### src/rtl/seq_det_pkg.sv
// Shared types and helpers for the programmable serial pattern detector.
package seq_det_pkg;

  typedef enum logic [1:0] {
    ST_IDLE,
    ST_RUN,
    ST_DONE
  } state_e;

  // Widest pattern the mask helper can describe; instances cast down to MAX_LEN.
  localparam int unsigned MAX_SUPPORTED_LEN = 64;

  function automatic int unsigned clamp_len(input int unsigned len,
                                            input int unsigned max_len);
    if (len == 0) return 1;
    if (len > max_len) return max_len;
    return len;
  endfunction

  function automatic logic [MAX_SUPPORTED_LEN-1:0] low_mask(input int unsigned len);
    logic [MAX_SUPPORTED_LEN-1:0] m;
    m = '0;
    for (int unsigned i = 0; i < MAX_SUPPORTED_LEN; i++) begin
      if (i < len) m[i] = 1'b1;
    end
    return m;
  endfunction

endpackage

### src/rtl/seq_det_ctrl_if.sv
// Host-side configuration, bit stream and status bundle of the pattern detector.
interface seq_det_ctrl_if #(
  parameter int MAX_LEN = 8,
  parameter int CNT_W   = 8,
  parameter int LEN_W   = $clog2(MAX_LEN + 1)
);

  logic               cfg_valid;
  logic               cfg_ready;
  logic [MAX_LEN-1:0] cfg_pattern;
  logic [LEN_W-1:0]   cfg_len;
  logic [CNT_W-1:0]   cfg_target;
  logic               start;
  logic               abort;
  logic               bit_valid;
  logic               bit_in;
  logic               match;
  logic [CNT_W-1:0]   match_count;
  logic               busy;
  logic               done;

  modport master (
    output cfg_valid, cfg_pattern, cfg_len, cfg_target, start, abort, bit_valid, bit_in,
    input  cfg_ready, match, match_count, busy, done
  );

  modport slave (
    input  cfg_valid, cfg_pattern, cfg_len, cfg_target, start, abort, bit_valid, bit_in,
    output cfg_ready, match, match_count, busy, done
  );

endinterface

### src/rtl/seq_match_core.sv
// Shift history, fill tracking and masked compare; hit reflects the history after this shift.
module seq_match_core
  import seq_det_pkg::*;
#(
  parameter int MAX_LEN = 8,
  parameter int LEN_W   = $clog2(MAX_LEN + 1)
) (
  input  logic               clk,
  input  logic               reset,
  input  logic               shift_en,
  input  logic               clear,
  input  logic               bit_in,
  input  logic [MAX_LEN-1:0] pattern,
  input  logic [LEN_W-1:0]   len,
  output logic               hit
);

  localparam logic [LEN_W-1:0] FILL_MAX = LEN_W'(MAX_LEN);

  logic [MAX_LEN-1:0] hist_q, hist_d;
  logic [MAX_LEN-1:0] hist_next;
  logic [MAX_LEN-1:0] mask;
  logic [LEN_W-1:0]   fill_q, fill_d;
  logic [LEN_W:0]     fill_inc;
  logic               filled;

  assign hist_next = {hist_q[MAX_LEN-2:0], bit_in};
  assign mask      = MAX_LEN'(low_mask(32'(len)));
  // One wider bit so fill+1 cannot wrap when MAX_LEN is 2^k-1.
  assign fill_inc  = {1'b0, fill_q} + (LEN_W + 1)'(1);
  assign filled    = fill_inc >= {1'b0, len};
  assign hit       = shift_en && filled && (((hist_next ^ pattern) & mask) == '0);

  always_comb begin
    hist_d = hist_q;
    fill_d = fill_q;
    if (clear) begin
      hist_d = '0;
      fill_d = '0;
    end else if (shift_en) begin
      hist_d = hist_next;
      fill_d = (fill_q == FILL_MAX) ? fill_q : fill_inc[LEN_W-1:0];
    end
  end

  always_ff @(posedge clk or negedge reset) begin
    if (!reset) begin
      hist_q <= '0;
      fill_q <= '0;
    end else begin
      hist_q <= hist_d;
      fill_q <= fill_d;
    end
  end

endmodule

### src/rtl/seq_det_ctrl.sv
// Run sequencer for the pattern detector: config capture, IDLE/RUN/DONE FSM and match counting.
module seq_det_ctrl
  import seq_det_pkg::*;
#(
  parameter int MAX_LEN = 8,
  parameter int CNT_W   = 8
) (
  input logic          clk,
  input logic          reset,
  seq_det_ctrl_if.slave bus
);

  localparam int LEN_W = $clog2(MAX_LEN + 1);

  state_e             state_q, state_d;
  logic [MAX_LEN-1:0] pattern_q, pattern_d;
  logic [LEN_W-1:0]   len_q, len_d;
  logic [CNT_W-1:0]   target_q, target_d;
  logic [CNT_W-1:0]   count_q, count_d;
  logic [CNT_W-1:0]   count_inc;
  logic               match_q, match_d;
  logic               busy_q, busy_d;
  logic               done_q, done_d;
  logic               cfg_ready_q, cfg_ready_d;

  logic cfg_accept;
  logic shift_en;
  logic clear_hist;
  logic hit;

  assign cfg_accept = bus.cfg_valid && cfg_ready_q;
  assign shift_en   = (state_q == ST_RUN) && !bus.abort && bus.bit_valid;
  assign clear_hist = (state_q != ST_RUN) && !bus.abort && bus.start;
  assign count_inc  = (count_q == '1) ? count_q : count_q + CNT_W'(1);

  seq_match_core #(
    .MAX_LEN (MAX_LEN),
    .LEN_W   (LEN_W)
  ) u_core (
    .clk      (clk),
    .reset    (reset),
    .shift_en (shift_en),
    .clear    (clear_hist),
    .bit_in   (bus.bit_in),
    .pattern  (pattern_q),
    .len      (len_q),
    .hit      (hit)
  );

  always_comb begin
    pattern_d = pattern_q;
    len_d     = len_q;
    target_d  = target_q;
    if (cfg_accept) begin
      pattern_d = bus.cfg_pattern;
      len_d     = LEN_W'(clamp_len(32'(bus.cfg_len), MAX_LEN));
      target_d  = bus.cfg_target;
    end
  end

  // Abort outranks start, which outranks an incoming bit.
  always_comb begin
    state_d = state_q;
    count_d = count_q;
    match_d = 1'b0;
    if (bus.abort) begin
      state_d = ST_IDLE;
    end else begin
      case (state_q)
        ST_IDLE, ST_DONE: begin
          if (bus.start) begin
            state_d = ST_RUN;
            count_d = '0;
          end
        end
        ST_RUN: begin
          if (shift_en && hit) begin
            match_d = 1'b1;
            count_d = count_inc;
            if ((target_q != '0) && (count_inc == target_q)) state_d = ST_DONE;
          end
        end
        default: state_d = ST_IDLE;
      endcase
    end
    busy_d      = (state_d == ST_RUN);
    done_d      = (state_d == ST_DONE);
    cfg_ready_d = (state_d != ST_RUN);
  end

  always_ff @(posedge clk or negedge reset) begin
    if (!reset) begin
      state_q     <= ST_IDLE;
      pattern_q   <= '0;
      len_q       <= LEN_W'(1);
      target_q    <= '0;
      count_q     <= '0;
      match_q     <= 1'b0;
      busy_q      <= 1'b0;
      done_q      <= 1'b0;
      cfg_ready_q <= 1'b1;
    end else begin
      state_q     <= state_d;
      pattern_q   <= pattern_d;
      len_q       <= len_d;
      target_q    <= target_d;
      count_q     <= count_d;
      match_q     <= match_d;
      busy_q      <= busy_d;
      done_q      <= done_d;
      cfg_ready_q <= cfg_ready_d;
    end
  end

  assign bus.cfg_ready   = cfg_ready_q;
  assign bus.match       = match_q;
  assign bus.match_count = count_q;
  assign bus.busy        = busy_q;
  assign bus.done        = done_q;

endmodule

### src/flat_wrapper.sv
// flat-port wrapper written by rule: the top's interface ports become plain ports
module seq_det_ctrl_flat import seq_det_pkg::*;
#(
  parameter int MAX_LEN = 8,
  parameter int CNT_W   = 8
)
  (clk, reset, bus_cfg_valid, bus_cfg_pattern, bus_cfg_len, bus_cfg_target, bus_start, bus_abort, bus_bit_valid, bus_bit_in, bus_cfg_ready, bus_match, bus_match_count, bus_busy, bus_done);
  seq_det_ctrl_if #(.MAX_LEN(MAX_LEN), .CNT_W(CNT_W)) bus_i ();
  input logic clk;
  input logic reset;
  input wire logic [$bits(bus_i.cfg_valid)-1:0] bus_cfg_valid;
  input wire logic [$bits(bus_i.cfg_pattern)-1:0] bus_cfg_pattern;
  input wire logic [$bits(bus_i.cfg_len)-1:0] bus_cfg_len;
  input wire logic [$bits(bus_i.cfg_target)-1:0] bus_cfg_target;
  input wire logic [$bits(bus_i.start)-1:0] bus_start;
  input wire logic [$bits(bus_i.abort)-1:0] bus_abort;
  input wire logic [$bits(bus_i.bit_valid)-1:0] bus_bit_valid;
  input wire logic [$bits(bus_i.bit_in)-1:0] bus_bit_in;
  output wire logic [$bits(bus_i.cfg_ready)-1:0] bus_cfg_ready;
  output wire logic [$bits(bus_i.match)-1:0] bus_match;
  output wire logic [$bits(bus_i.match_count)-1:0] bus_match_count;
  output wire logic [$bits(bus_i.busy)-1:0] bus_busy;
  output wire logic [$bits(bus_i.done)-1:0] bus_done;
  assign bus_i.cfg_valid = bus_cfg_valid;
  assign bus_i.cfg_pattern = bus_cfg_pattern;
  assign bus_i.cfg_len = bus_cfg_len;
  assign bus_i.cfg_target = bus_cfg_target;
  assign bus_i.start = bus_start;
  assign bus_i.abort = bus_abort;
  assign bus_i.bit_valid = bus_bit_valid;
  assign bus_i.bit_in = bus_bit_in;
  assign bus_cfg_ready = bus_i.cfg_ready;
  assign bus_match = bus_i.match;
  assign bus_match_count = bus_i.match_count;
  assign bus_busy = bus_i.busy;
  assign bus_done = bus_i.done;
  seq_det_ctrl #(.MAX_LEN(MAX_LEN), .CNT_W(CNT_W)) u_core (.clk(clk), .reset(reset), .bus(bus_i));
endmodule
### config.mk
export PLATFORM = sky130hd
export DESIGN_NAME = seq_det_ctrl_flat
export DESIGN_NICKNAME = d
export VERILOG_FILES = /design/src/rtl/seq_det_pkg.sv /design/src/rtl/seq_det_ctrl_if.sv /design/src/rtl/seq_match_core.sv /design/src/rtl/seq_det_ctrl.sv /design/src/flat_wrapper.sv
export SDC_FILE = /design/constraint.sdc
export NUM_CORES = 1
export LEC_CHECK = 0
export BUFFER_PORTS_ARGS = -buffer_cell sky130_fd_sc_hd__buf_2
export CAP_MARGIN = 0
export CELL_PAD_IN_SITES_DETAIL_PLACEMENT = 1
export CELL_PAD_IN_SITES_GLOBAL_PLACEMENT = 2
export CORE_MARGIN = 2
export CORE_UTILIZATION = 36
export CTS_CLUSTER_SIZE = 24
export DETAILED_ROUTE_END_ITERATION = 7
export PLACE_DENSITY_LB_ADDON = 0.1
export SLEW_MARGIN = 20
export SYNTH_ARGS = -nofsm -noshare
export SYNTH_HDL_FRONTEND = slang
export SYNTH_HIERARCHICAL = 1
export SYNTH_SLANG_ARGS = --single-unit
### constraint.sdc
create_clock -name clk -period 3.4 [get_ports clk]
set_clock_uncertainty 0.1 [all_clocks]
set_input_delay 0.34 -clock clk [delete_from_list [all_inputs] [get_ports clk]]
set_output_delay 0.34 -clock clk [all_outputs]
set_load 0.005 [all_outputs]
# == Word level (Yosys, flattened, before mapping) ==
# Index checks and enable logic that the tools add are counted.
# totals
reg_bits,45
in_bits,27
output_inout_bits,12
elab_cells,91
# classes
add_sub_neg,2
order_cmp,10
eq_ne,12
mux,34
n_bitwise,3
n_reduce_logical,19
# ops
cell,count
4-bit 2-to-1 mux,6
8-bit 2-to-1 mux,3
1-bit 2-to-1 mux,17
"3-bit by 4-bit less-than comparator with 1-bit output, first input constant",4
8-bit case mux with 2 select lines,1
7-bit 2-to-1 mux,2
1-bit logical AND,9
"8-bit by 1-bit adder with 8-bit output, second input constant",1
8-bit AND,1
8-bit equality test,1
"8-bit equality test, second input constant",1
8-bit logical NOT,1
"1-bit by 4-bit less-than comparator with 1-bit output, first input constant",2
"2-bit by 4-bit less-than comparator with 1-bit output, first input constant",2
2-bit 2-to-1 mux,4
8-bit nonzero test,1
8-bit XOR,1
"2-bit by 1-bit inequality test with 1-bit output, second input constant",3
"4-bit by 1-bit adder with 5-bit output, second input constant",1
5-bit by 4-bit >= comparator with 1-bit output,1
"2-bit by 1-bit equality test with 1-bit output, second input constant",2
"2-bit equality test, second input constant",2
"4-bit equality test, second input constant",1
"4-bit greater-than comparator, second input constant",1
other kinds (10),12

# == Longest topological paths before layout ==
# Gate-level depths: netlist of the first run.
# depth
depth_word,10
mapped_depth,13
depth_no_buf,12

# == Cells and area by module ==
# Netlist of the first run, hierarchy kept.
# by_module_without_submodules
mod,instances,cells_per_inst,area_per_inst_um2,seq_area_each_um2
seq_det_ctrl,1,171,1845.5,853.3
seq_match_core,1,79,777.0,275.3

# == Worst setup path after synthesis of the first run ==
# No wires, ideal clock.
# synth_timing
kind,register to register
start,register u_core.u_core.fill_q[0]
end,register u_core.busy_q (netlist: u_core/bus.busy)
setup_ps,119
t_arrival_ps,2466
t_required_ps,3181
path_slack_ps,716
stages_incl_launch_ff,13
n_path_buf,0
period_less_slack_ps,2684
cell_sequence,dfrtp_1 ha_1 xor2_1 ha_1 o21ai_0 o21a_1 nor4_2 nand2_2 inv_2 o41ai_1 nor4b_4 nand4_2 a21o_2
# synth_between
elab_chain_cells,9
# synth_lines
item,line,source
from (decl),seq_match_core.sv:23,"logic [LEN_W-1:0] fill_q, fill_d;"
from (signal assigned),seq_match_core.sv:52,fill_q <= fill_d;
4-bit by 1-bit adder with 5-bit output,seq_match_core.sv:30,"assign fill_inc = {1'b0, fill_q} + (LEN_W + 1)'(1);"
5-bit by 4-bit >= comparator with 1-bit output,seq_match_core.sv:31,"assign filled = fill_inc >= {1'b0, len};"
1-bit logical AND (2 in series),seq_match_core.sv:32,assign hit = shift_en && filled && (((hist_next ^ pattern) & mask) == '0);
via u_core.hit,seq_det_ctrl.sv:29,logic hit;
1-bit logical AND,seq_det_ctrl.sv:77,if (shift_en && hit) begin
2-bit 2-to-1 mux,seq_det_ctrl.sv:77,
2-bit case mux with 2 select lines,seq_det_ctrl.sv:69,case (state_q)
2-bit 2-to-1 mux,seq_det_ctrl.sv:66,if (bus.abort) begin
2-bit by 1-bit equality test with 1-bit output,seq_det_ctrl.sv:86,busy_d = (state_d == ST_RUN);
via u_core.busy_d,seq_det_ctrl.sv:22,"logic busy_q, busy_d;"
to (signal assigned),seq_det_ctrl.sv:109,busy_q <= busy_d;
to (decl),seq_det_ctrl.sv:22,
# The timed path passes the listed nets, and every way through them passes these cells.
# A chain may end at the register's enable or synchronous reset.

# == Worst setup path in the final report of the first run ==
# layout_timing
start,register u_core.u_core.fill_q[0]
end,register u_core.done_q (netlist: u_core/bus.done)
# layout_between
elab_chain_cells,9
# layout_lines
item,line,source
4-bit by 1-bit adder with 5-bit output,seq_match_core.sv:30,
5-bit by 4-bit >= comparator with 1-bit output,seq_match_core.sv:31,
1-bit logical AND (2 in series),seq_match_core.sv:32,
via u_core.hit,seq_det_ctrl.sv:29,
1-bit logical AND,seq_det_ctrl.sv:77,
2-bit 2-to-1 mux,seq_det_ctrl.sv:77,
2-bit case mux with 2 select lines,seq_det_ctrl.sv:69,
2-bit 2-to-1 mux,seq_det_ctrl.sv:66,
2-bit equality test,seq_det_ctrl.sv:87,done_d = (state_d == ST_DONE);
via u_core.done_d,seq_det_ctrl.sv:23,"logic done_q, done_d;"
to (signal assigned),seq_det_ctrl.sv:110,done_q <= done_d;
to (decl),seq_det_ctrl.sv:23,
# The timed path passes the listed nets, and every way through them passes these cells.

==> impl_metrics.json, run 1 <==
{
  "result_of_the_run": "finished, final reports clean",
  "detail-route-antenna-nets": 0,
  "global_route.overflow_total": 0,
  "finalWorstSetupSlack_ns": 0.413,
  "port_buffers": 38,
  "globalplace.congestion": 0.726,
  "num_antenna_cells": 0,
  "r2r-start": "u_core/u_core/fill_q[0]",
  "die_y_um": 89.4,
  "vdd_drop_max_uv": 190,
  "clockRootBuffer": "clkbuf_8",
  "worst_r2r_endpoint": "u_core/bus.done",
  "global_route.usage.total": 0.167,
  "critPathKind": "register to register",
  "worst_slew_pin_slew_ns": 0.925,
  "synth_area_leader_cell": "dfrtp_1",
  "n_fill_cell": 837,
  "min_path_type": "input port to register",
  "place_area_sq_um": 2890,
  "final_min_period_over_clock_period": 0.879,
  "max_cap_violations": 0,
  "period_needed_ns": 2.99,
  "finalInstanceArea_sq_um": 2990,
  "detailed_route_via_count": 2099,
  "syn_inst": 250,
  "layout.cells.non_filler": 386,
  "cts.clk_slew.worst_paths_ns": 0.09,
  "drive_gt1_frac": 0.293,
  "drt_first_iter_violations": 75,
  "cts_tree": "done",
  "die_area_sq_um": 7980,
  "leakage_nw": 1.29,
  "clock_sink_count": 45,
  "worst-r2r-setup-slack_ns": 0.41,
  "max_slew_margin": 0.384,
  "hold_viol": 0,
  "drt-total-wl_um": 6230,
  "ios": 39,
  "synth.most_common_cell": "dfrtp_1",
  "setup.worst_path.start": "u_core/u_core/fill_q[0]",
  "max_clock_freq_mhz": 335,
  "wire_length_of_the_first_global_routing_pass_um": 10300,
  "routedWlPerCell_um": 16.1,
  "pre_cts_slack_ns": 0.428,
  "crit_path_top_delay_cell": "dfrtp_1",
  "setup_total_negative_slack_ns": 0,
  "fp.coreArea_sq_um": 7140,
  "worstRegToRegCells": 12,
  "final.hold.worst_slack_ns": 0.137,
  "grt_pass1_vias": 2024,
  "worstPathRequired_ns": 3.49,
  "worst_setup_path_end_kind": "register",
  "ys.flop_type": "dfrtp_1",
  "cts_htree_levels": 2,
  "ys_async_rst_share": 1.00,
  "cts_buffer_depth": 2,
  "rows": 31,
  "clkLatencyLatePin_ns": 0.29,
  "path_cells": "inv_1 > ha_1 > ha_1 > a211oi_1 > o21a_1 > nor4_2 > nand2_2 > inv_2 > o41ai_1 > nor4b_4 > nand4_2 > a221oi_1",
  "synth_area_sq_um": 2620,
  "firstDrtPassIters": 4,
  "post_cts.repair.setup_buffers": 0,
  "cts_repair_resize_count": 0,
  "cts_bufs_inserted": 5,
  "ys_top_cells_by_area": "dfrtp_1 41%, mux2_2 7.3%, mux2i_1 3.8%",
  "initial_utilization": 0.367,
  "worstSetupStartpointType": "register",
  "grt_antenna_before_repair": 0,
  "ys_types": 61,
  "fin_nets": 320,
  "crit_path_end": "u_core/bus.done",
  "yosysSeqAreaShare": 0.430,
  "critical_path.most_common_cell": "ha_1",
  "critical_path_arrival_ns": 3.08,
  "post_detailed_placement_half_perimeter_wirelength_um": 4650,
  "syn-num-nets": 284,
  "die_w_um": 89.4,
  "netlist.area_leader.share": 0.410,
  "worstPathMaxFanout": 6,
  "syn_avg_cell_area_sq_um": 10.5,
  "synth_enable_flop_cells": 0,
  "postSynthRegisterBits": 45,
  "slew_violations": 0,
  "synth_common_cells": "43 x dfrtp_1, 20 x nor2_1, 17 x mux2_2",
  "drt-vias-per-instance": 5.44,
  "grt_max_degree": 46,
  "post-place-cells": 377,
  "timing.critical_path.slowest_cell_delay_ns": 0.44,
  "area_growth_from_synthesis_to_final_layout_pct": 14.1,
  "synth.yosys.warnings": 6,
  "grt_setup_unrepaired": "false",
  "drc": 0,
  "setup_viol": 0,
  "p_per_cell_area_nw_per_um2": 409
}
[state kept, by name, indices dropped and copies added, names as in the netlist]
| name | count |
|---|---|
| u_core/bus.match_count | 8 |
| u_core/pattern_q | 8 |
| u_core/target_q | 8 |
| u_core/u_core/hist_q | 7 |
| u_core/len_q | 4 |
| u_core/u_core/fill_q | 4 |
| u_core/state_q | 2 |
| u_core/bus.busy | 1 |
| u_core/bus.cfg_ready | 1 |
| u_core/bus.done | 1 |
| u_core/bus.match | 1 |
[repair_timing]
action | in CTS | in global routing
hold buffers | 0 | 1
endpoints found under the hold margin | 0 | 37
endpoints found under the setup margin | 0 | 0
[how the worst min path moves through the flow]
stage | slack [ns] | endpoint | depth (start not counted) | start
after global placement | 0.41 | u_core/pattern_q[0] | 1 | u_core/pattern_q[0]
final | 0.14 | u_core/len_q[0] | 2 | bus_cfg_len[3]
after global routing | 0.13 | u_core/len_q[0] | 2 | bus_cfg_len[3]
after floorplan | -0.06 | u_core/bus.busy | 0 | reset
after CTS | 0.13 | u_core/len_q[0] | 2 | bus_cfg_len[3]
after detailed placement | 0.42 | u_core/pattern_q[2] | 1 | u_core/pattern_q[2]
[cell usage in the layout, fill, tap and decap left out, drive strengths merged, types with 2 or more instances in the layout]
cell / Yosys / routed
dfrtp: 43 / 43
dfstp: 2 / 2
a41oi: 4 / 4
nand2b: 5 / 5
o41ai: 2 / 2
nand3: 4 / 4
a211oi: 4 / 4
mux2i: 10 / 10
ha: 7 / 7
buf: 10 / 42
nand2: 14 / 14
xor2: 11 / 11
xnor2: 6 / 6
and3: 2 / 2
nor3b: 2 / 2
a21oi: 9 / 9
a31oi: 3 / 3
nor3: 10 / 10
a311oi: 2 / 2
o31ai: 3 / 3
a21o: 4 / 4
nand4: 4 / 4
inv: 8 / 8
nor4b: 3 / 3
and2: 2 / 2
o211ai: 2 / 2
nor2: 20 / 20
o21ai: 12 / 12
clkinvlp: 0 / 2
mux2: 17 / 17
a221oi: 2 / 2
and4: 4 / 4
clkbuf: 4 / 6
nor4: 3 / 3
[final cells by class]
class	count	area, sq um	area share
Clock buffer	6	72.6	0.0243
Clock inverter	2	15.0	0.00502
Inverter	8	30.0	0.0100
Multi-Input combinational cell	183	1390	0.464
Sequential cell	45	1130	0.377
Tap cell	99	124	0.0414
Timing Repair Buffer	43	233	0.0778
[worst max-delay path: cells and delay by family, from the launching register on]
kind                       cells  cell delay, ns
AOI/OAI and AO/OA              4            0.66
adders and majority gates      2            0.62
buffers and inverters          2            0.18
DFF                            1            0.44
and+or+nand+nor                4            0.88
[routing by layer]
metal | part of all wire | global-route usage
met5 | 0 | 0
met4 | 0.0084 | 0.0407
met3 | 0.053 | 0.0268
met2 | 0.43 | 0.246
met1 | 0.51 | 0.255
[stage by stage]
step	power (mW)	util
6_report	1.22	0.419
5_1_grt	1.30	0.419
4_1_cts	1.25	0.417
3_5_place_dp	0.905	0.405
3_3_place_gp	0.897	0.405
2_1_floorplan	0.817	-
[logic make-up after synthesis]
| kind of cell | share of synthesized area |
|---|---|
| compound gates | 0.156 |
| xor+xnor | 0.0568 |
| fa+ha+maj | 0.0334 |
| buf+inv | 0.0401 |
| flops | 0.430 |
| mux | 0.111 |
| simple gates | 0.172 |
[power by group]
part | switching (mW) | total [mW] | internal [mW] | leakage (nW)
sequential | 0.0680 | 0.658 | 0.590 | 0.577
combinational | 0.113 | 0.234 | 0.121 | 0.672
clock | 0.185 | 0.330 | 0.145 | 0.0374
(Power assumes the default switching activity.)
==> inputs of run 2 (changes only) <==
--- a/config.mk
+++ b/config.mk
@@ -5,16 +5,16 @@
 export SDC_FILE = /design/constraint.sdc
 export NUM_CORES = 1
 export LEC_CHECK = 0
+export ABC_AREA = 1
 export BUFFER_PORTS_ARGS = -buffer_cell sky130_fd_sc_hd__buf_2
 export CAP_MARGIN = 0
 export CELL_PAD_IN_SITES_DETAIL_PLACEMENT = 1
 export CELL_PAD_IN_SITES_GLOBAL_PLACEMENT = 2
 export CORE_MARGIN = 2
-export CORE_UTILIZATION = 36
+export CORE_UTILIZATION = 32
 export CTS_CLUSTER_SIZE = 24
 export DETAILED_ROUTE_END_ITERATION = 7
 export PLACE_DENSITY_LB_ADDON = 0.1
-export SLEW_MARGIN = 20
 export SYNTH_ARGS = -nofsm -noshare
 export SYNTH_HDL_FRONTEND = slang
 export SYNTH_HIERARCHICAL = 1
==> impl_metrics.json, run 2 <==
{
  "detailed_route_via_count": 2317,
  "synth.yosys.warnings": 6,
  "grt_pass1_vias": 2421,
  "wl_met1_um": 3110,
  "drt-total-wl_um": 6820,
  "layout_commonest_cell": "nand2_1",
  "fp.coreArea_sq_um": 7730,
  "critical_path.most_common_cell": "nand2_1",
  "ys.flop_type": "dfrtp_1",
  "setup_total_negative_slack_ns": 0,
  "yosysSeqAreaShare": 0.442,
  "grt_max_degree": 46,
  "drc": 0,
  "synth.most_common_cell": "nand2_1",
  "clockRootBuffer": "clkbuf_8",
  "crit_path_top_delay_cell": "dfrtp_1",
  "area_growth_from_synthesis_to_final_layout_pct": 16.4,
  "grt_setup_unrepaired": "false",
  "leakage_nw": 1.58,
  "initial_utilization": 0.331,
  "place_area_sq_um": 2860,
  "worstPathRequired_ns": 3.50,
  "syn_avg_cell_area_sq_um": 7.24,
  "path_cells": "ha_1 > xor2_1 > ha_1 > nand2_1 > inv_1 > nand2_1 > nand2_1 > nand2_1 > nand2_1 > nand2_1 > nor2_1 > nand2_1 > nor2_1 > nand3_1 > nor2_1 > nand3_2 > nand2_1 > nand2_1",
  "clkLatencyLatePin_ns": 0.30,
  "die_w_um": 93.4,
  "layout.area.seq_sq_um": 1130,
  "p_per_cell_area_nw_per_um2": 485,
  "top_layer": "met4",
  "cts_htree_levels": 2,
  "routedWlPerCell_um": 13.7,
  "cts_tree": "done",
  "worst_setup_path_end_kind": "register",
  "timing.critical_path.slowest_cell_delay_ns": 0.42,
  "syn_inst": 353,
  "n_fill_cell": 1003,
  "final.hold.worst_slack_ns": 0.108,
  "synth_common_cells": "128 x nand2_1, 55 x inv_1, 43 x dfrtp_1",
  "cts_repair_resize_count": 0,
  "drive_gt1_frac": 0.164,
  "detailroute.wirelength.met2_um": 3500,
  "ios": 39,
  "hold_fix_buffers_cts": 0,
  "period_needed_ns": 2.61,
  "postSynthRegisterBits": 45,
  "multiInputGateArea_sq_um": 1190,
  "max_cap_violations": 0,
  "max_slew_margin": 0.295,
  "ys_top_cells_by_area": "dfrtp_1 42%, nand2_1 19%, inv_1 8.1%",
  "drt-vias-per-instance": 4.65,
  "min_path_type": "input port to async pin",
  "die_y_um": 93.4,
  "result_of_the_run": "finished, final reports clean",
  "port_buffers": 38,
  "drt_first_iter_violations": 63,
  "die_area_sq_um": 8720,
  "worstSetupStartpointType": "register",
  "cts.clk_slew.worst_paths_ns": 0.09,
  "crit_path_leading_delay_family": "simple AND/OR/NAND/NOR gates",
  "finalInstanceArea_sq_um": 2980,
  "critical_path_arrival_ns": 2.70,
  "globalplace.congestion": 0.804,
  "clock_sink_count": 45,
  "setup_viol": 0,
  "synth_area_sq_um": 2560,
  "ys_async_rst_share": 1.00,
  "worstPathMaxFanout": 10,
  "route.met3.wl_um": 139,
  "slew_violations": 0,
  "global_route.usage.total": 0.173,
  "syn-num-nets": 387,
  "netlist.area_leader.share": 0.421,
  "path_buf_inv": 1,
  "synth_enable_flop_cells": 0,
  "vdd_drop_max_uv": 142,
  "global_route.overflow_total": 0,
  "cts_buffer_depth": 2,
  "ys_types": 29,
  "fin_nets": 429,
  "num_antenna_cells": 0,
  "rows": 32,
  "cts_bufs_inserted": 5,
  "post_detailed_placement_half_perimeter_wirelength_um": 5280,
  "wire_length_of_the_first_global_routing_pass_um": 11800,
  "detail-route-antenna-nets": 0,
  "layout_common_cells": "128 x nand2_1, 55 x inv_1, 43 x dfrtp_1",
  "firstDrtPassIters": 4,
  "worst_slew_pin_slew_ns": 1.06,
  "critPathKind": "register to register",
  "grt_antenna_before_repair": 0,
  "hold_viol": 0,
  "synth_area_leader_cell": "dfrtp_1",
  "final_min_period_over_clock_period": 0.767,
  "post_cts.repair.setup_buffers": 0,
  "max_clock_freq_mhz": 384
}
## run 2: cell count changes in the layout (fill, tap and decap cells not counted), sizes merged, moves of 10 or more
cell	change
inv	+49
mux2	-17
mux2i	-10
nand2	+122
nand3	+26
o22ai	+10
## run 2: power breakdown
| group | total (mW) | internal [mW] | switching (mW) | leakage (nW) |
|---|---|---|---|---|
| combinational | 0.356 | 0.138 | 0.217 | 0.935 |
| clock | 0.430 | 0.240 | 0.190 | 0.0585 |
| sequential | 0.657 | 0.601 | 0.0555 | 0.583 |
| total | 1.44 | 0.980 | 0.463 | 1.58 |
## run 2: final cells by class
cell class                 count  area share
clock inverter                 1      0.0101
sequential                    45       0.379
timing repair buffer          39      0.0664
tap                          102      0.0429
inverter                      58      0.0732
multi-input combinational    246       0.399
clock buffer                   7      0.0290
## run 2: per-stage QoR
stage                     cells  utilization  setup slack, ns  power, mW
final                       498        0.385            0.793       1.44
after global routing        498        0.385            0.492       1.57
after CTS                   498        0.385            0.763       1.47
after detailed placement    490        0.370            0.772       1.03
after global placement      490        0.370            0.827       1.02
after floorplan             353            -             1.06      0.916
## run 2: final timing paths
path,depth (start not counted),to,slack [ns],startpoint
worst max-delay path,18,u_core/bus.busy,0.79,u_core/u_core/fill_q[0]
min in group clk,3,u_core/pattern_q[0],0.14,bus_cfg_pattern[0]
worst min-delay path,1,u_core/bus.match_count[5],0.11,reset
worst max register to register,18,u_core/bus.busy,0.79,u_core/u_core/fill_q[0]
max in group asynchronous,1,u_core/target_q[4],2.42,reset
worst min register to register,2,u_core/pattern_q[5],0.42,u_core/pattern_q[5]
## run 2: cells by family after synthesis
group           synth area share
fa+ha+maj                 0.0343
xor+xnor                  0.0137
buf+inv                   0.0940
compound gates            0.0798
simple gates               0.337
flops                      0.442
## run 2: routing by layer
metal,GRT usage,vias up
met2,0.314,21
li1,-,1182
met5,0,-
met3,0.0282,7
met1,0.212,1107
met4,0.0441,0
==> inputs of run 3 (changes only) <==
--- a/config.mk
+++ b/config.mk
@@ -5,13 +5,13 @@
 export SDC_FILE = /design/constraint.sdc
 export NUM_CORES = 1
 export LEC_CHECK = 0
-export ABC_AREA = 1
+export ABC_AREA = 0
 export BUFFER_PORTS_ARGS = -buffer_cell sky130_fd_sc_hd__buf_2
 export CAP_MARGIN = 0
 export CELL_PAD_IN_SITES_DETAIL_PLACEMENT = 1
 export CELL_PAD_IN_SITES_GLOBAL_PLACEMENT = 2
 export CORE_MARGIN = 2
-export CORE_UTILIZATION = 32
+export CORE_UTILIZATION = 33
 export CTS_CLUSTER_SIZE = 24
 export DETAILED_ROUTE_END_ITERATION = 7
 export PLACE_DENSITY_LB_ADDON = 0.1
==> constraint.sdc (replaced) <==
create_clock -name clk -period 2.15 [get_ports clk]
set_clock_uncertainty 0.1 [all_clocks]
set_input_delay 0.215 -clock clk [delete_from_list [all_inputs] [get_ports clk]]
set_output_delay 0.215 -clock clk [all_outputs]
set_load 0.005 [all_outputs]
==> impl_metrics.json, run 3 (same netlist as run 1, synthesis figures left out) <==
{
  "result_of_the_run": "finished with violations",
  "failed_checks": "setup timing",
  "grt_pass1_vias": 2413,
  "min_path_type": "input port to register",
  "layout.cells.non_filler": 446,
  "r2r-start": "u_core/u_core/fill_q[0]",
  "period_needed_ns": 2.57,
  "worstRegToRegCells": 12,
  "firstDrtPassIters": 4,
  "post_detailed_placement_half_perimeter_wirelength_um": 5480,
  "p_per_cell_area_nw_per_um2": 592,
  "path_cells": "ha_4 > xor2_2 > ha_1 > o21ai_1 > o21a_1 > nor4_4 > nand2_2 > inv_2 > o41ai_4 > nor4b_4 > nand4_4 > a221oi_2",
  "grt_setup_unrepaired": "true",
  "fp.coreArea_sq_um": 7730,
  "timing.critical_path.slowest_cell_delay_ns": 0.46,
  "critPathKind": "register to register",
  "hold_viol": 0,
  "detailed_route_via_count": 2292,
  "min_to": "u_core/pattern_q[6]",
  "grt_max_degree": 25,
  "cts_htree_levels": 2,
  "finalInstanceArea_sq_um": 3610,
  "worst_slew_pin_slew_ns": 0.593,
  "routedWlPerCell_um": 16.1,
  "cts.clk_slew.worst_paths_ns": 0.09,
  "drt_first_iter_violations": 63,
  "die_area_sq_um": 8680,
  "cts_bufs_inserted": 5,
  "final.hold.worst_slack_ns": 0.0431,
  "cts_tree": "done",
  "worst_setup_path_end_kind": "register",
  "rows": 32,
  "crit_path_top_delay_cell": "dfrtp_2",
  "ios": 39,
  "die_w_um": 93.1,
  "globalplace.congestion": 0.799,
  "place_area_sq_um": 3340,
  "drt-total-wl_um": 7200,
  "grt_antenna_before_repair": 0,
  "final_min_period_over_clock_period": 1.20,
  "global_route.usage.total": 0.177,
  "post-route-util": 0.467,
  "crit_path_leading_delay_family": "simple AND/OR/NAND/NOR gates",
  "critical_path_arrival_ns": 2.68,
  "finalWorstSetupSlack_ns": -0.421,
  "drt-vias-per-instance": 5.14,
  "setup_total_negative_slack_ns": -3.66,
  "max_cap_violations": 0,
  "min-delay-start": "bus_cfg_pattern[6]",
  "cell_depth_of_the_worst_min_delay_path": 2,
  "max_clock_freq_mhz": 389,
  "port_buffers": 38,
  "path_buf_inv": 1,
  "drc": 0,
  "worstPathRequired_ns": 2.26,
  "clock_sink_count": 45,
  "layout_common_cells": "56 x buf_4, 41 x dfrtp_1, 38 x buf_2",
  "layout_commonest_cell": "buf_4",
  "worst-r2r-setup-slack_ns": -0.42,
  "area_growth_from_synthesis_to_final_layout_pct": 37.7,
  "clockRootBuffer": "clkbuf_8",
  "slew_violations": 0,
  "leakage_nw": 1.63,
  "worstSetupStartpointType": "register",
  "cts_buffer_depth": 2,
  "drive_gt1_frac": 0.462,
  "clkLatencyLatePin_ns": 0.29,
  "post-place-cells": 433,
  "vdd_drop_max_uv": 352,
  "setup_viol": 13,
  "global_route.overflow_total": 0,
  "num_antenna_cells": 0,
  "max_slew_margin": 0.604,
  "worstPathMaxFanout": 5,
  "detail-route-antenna-nets": 0,
  "wire_length_of_the_first_global_routing_pass_um": 12100,
  "initial_utilization": 0.339,
  "die_y_um": 93.1,
  "fin_nets": 377,
  "worst_r2r_endpoint": "u_core/bus.done"
}
## run 3: changes by cell type in the layout (fill, tap and decap cells not counted), sizes merged, moves of 5 or more
cell / delta
nand2: -122
buf: +59
inv: -49
nand3: -26
mux2: +17
mux2i: +10
o22ai: -10
xor2: +8
nor3: +7
o21ai: -6
nand2b: +5
xnor2: +5
## run 3: timing repair
item / CTS / global route
endpoints found under the setup margin: 13 / 14
endpoints found under the hold margin: 22 / 0
buffers inserted: 6 / 1
gates resized for setup: 9 / 13
hold buffers: 2 / 0
cloned: 0 / 0
pin swaps: 7 / 5
## run 3: where the power goes
| group | internal, mW | switching [mW] |
|---|---|---|
| clock | 0.262 | 0.296 |
| combinational | 0.295 | 0.257 |
| sequential | 0.935 | 0.0930 |
| total | 1.49 | 0.647 |
## run 3: final cells by class
cell class                 instances  area, sq um
inverter                           8         30.0
timing repair buffer             100          684
clock buffer                       7         86.3
clock inverter                     1         7.51
multi-input combinational        183         1540
fill                             874         4120
sequential                        45         1130
tap                              102          128
## run 3: worst register-to-register path, delay by kind of cell (launching register included)
family / cells / cell delay [ns]
and+or+nand+nor: 4 / 0.66
AOI/OAI and AO/OA: 4 / 0.58
DFF: 1 / 0.46
adders and majority gates: 2 / 0.46
xor gates and xnor gates: 1 / 0.14
buffers and inverters: 1 / 0.08
## run 3: per-stage QoR
| step | setup WS [ns] | power [mW] |
|---|---|---|
| floorplan | -0.366 | 1.30 |
| global placement | -0.399 | 1.50 |
| detailed placement | -0.506 | 1.51 |
| CTS | -0.471 | 2.12 |
| global route | -0.605 | 2.27 |
| finish | -0.421 | 2.14 |
## run 3: worst max-delay path by stage
stage,endpoint,start,cells after the start
floorplan,u_core/bus.busy,u_core/state_q[1],11
global placement,u_core/bus.busy,u_core/u_core/fill_q[0],12
detailed placement,u_core/bus.done,u_core/u_core/fill_q[0],12
CTS,u_core/state_q[1],u_core/u_core/fill_q[0],12
global route,u_core/state_q[1],u_core/u_core/fill_q[0],12
finish,u_core/bus.done,u_core/u_core/fill_q[0],12
## run 3: routing by layer
layer | track usage | vias to the layer above | part of all wire
li1 | - | 1110 | -
met1 | 0.243 | 1116 | 0.49
met2 | 0.272 | 52 | 0.45
met3 | 0.0467 | 14 | 0.050
met4 | 0.0588 | 0 | 0.019
met5 | 0 | - | 0
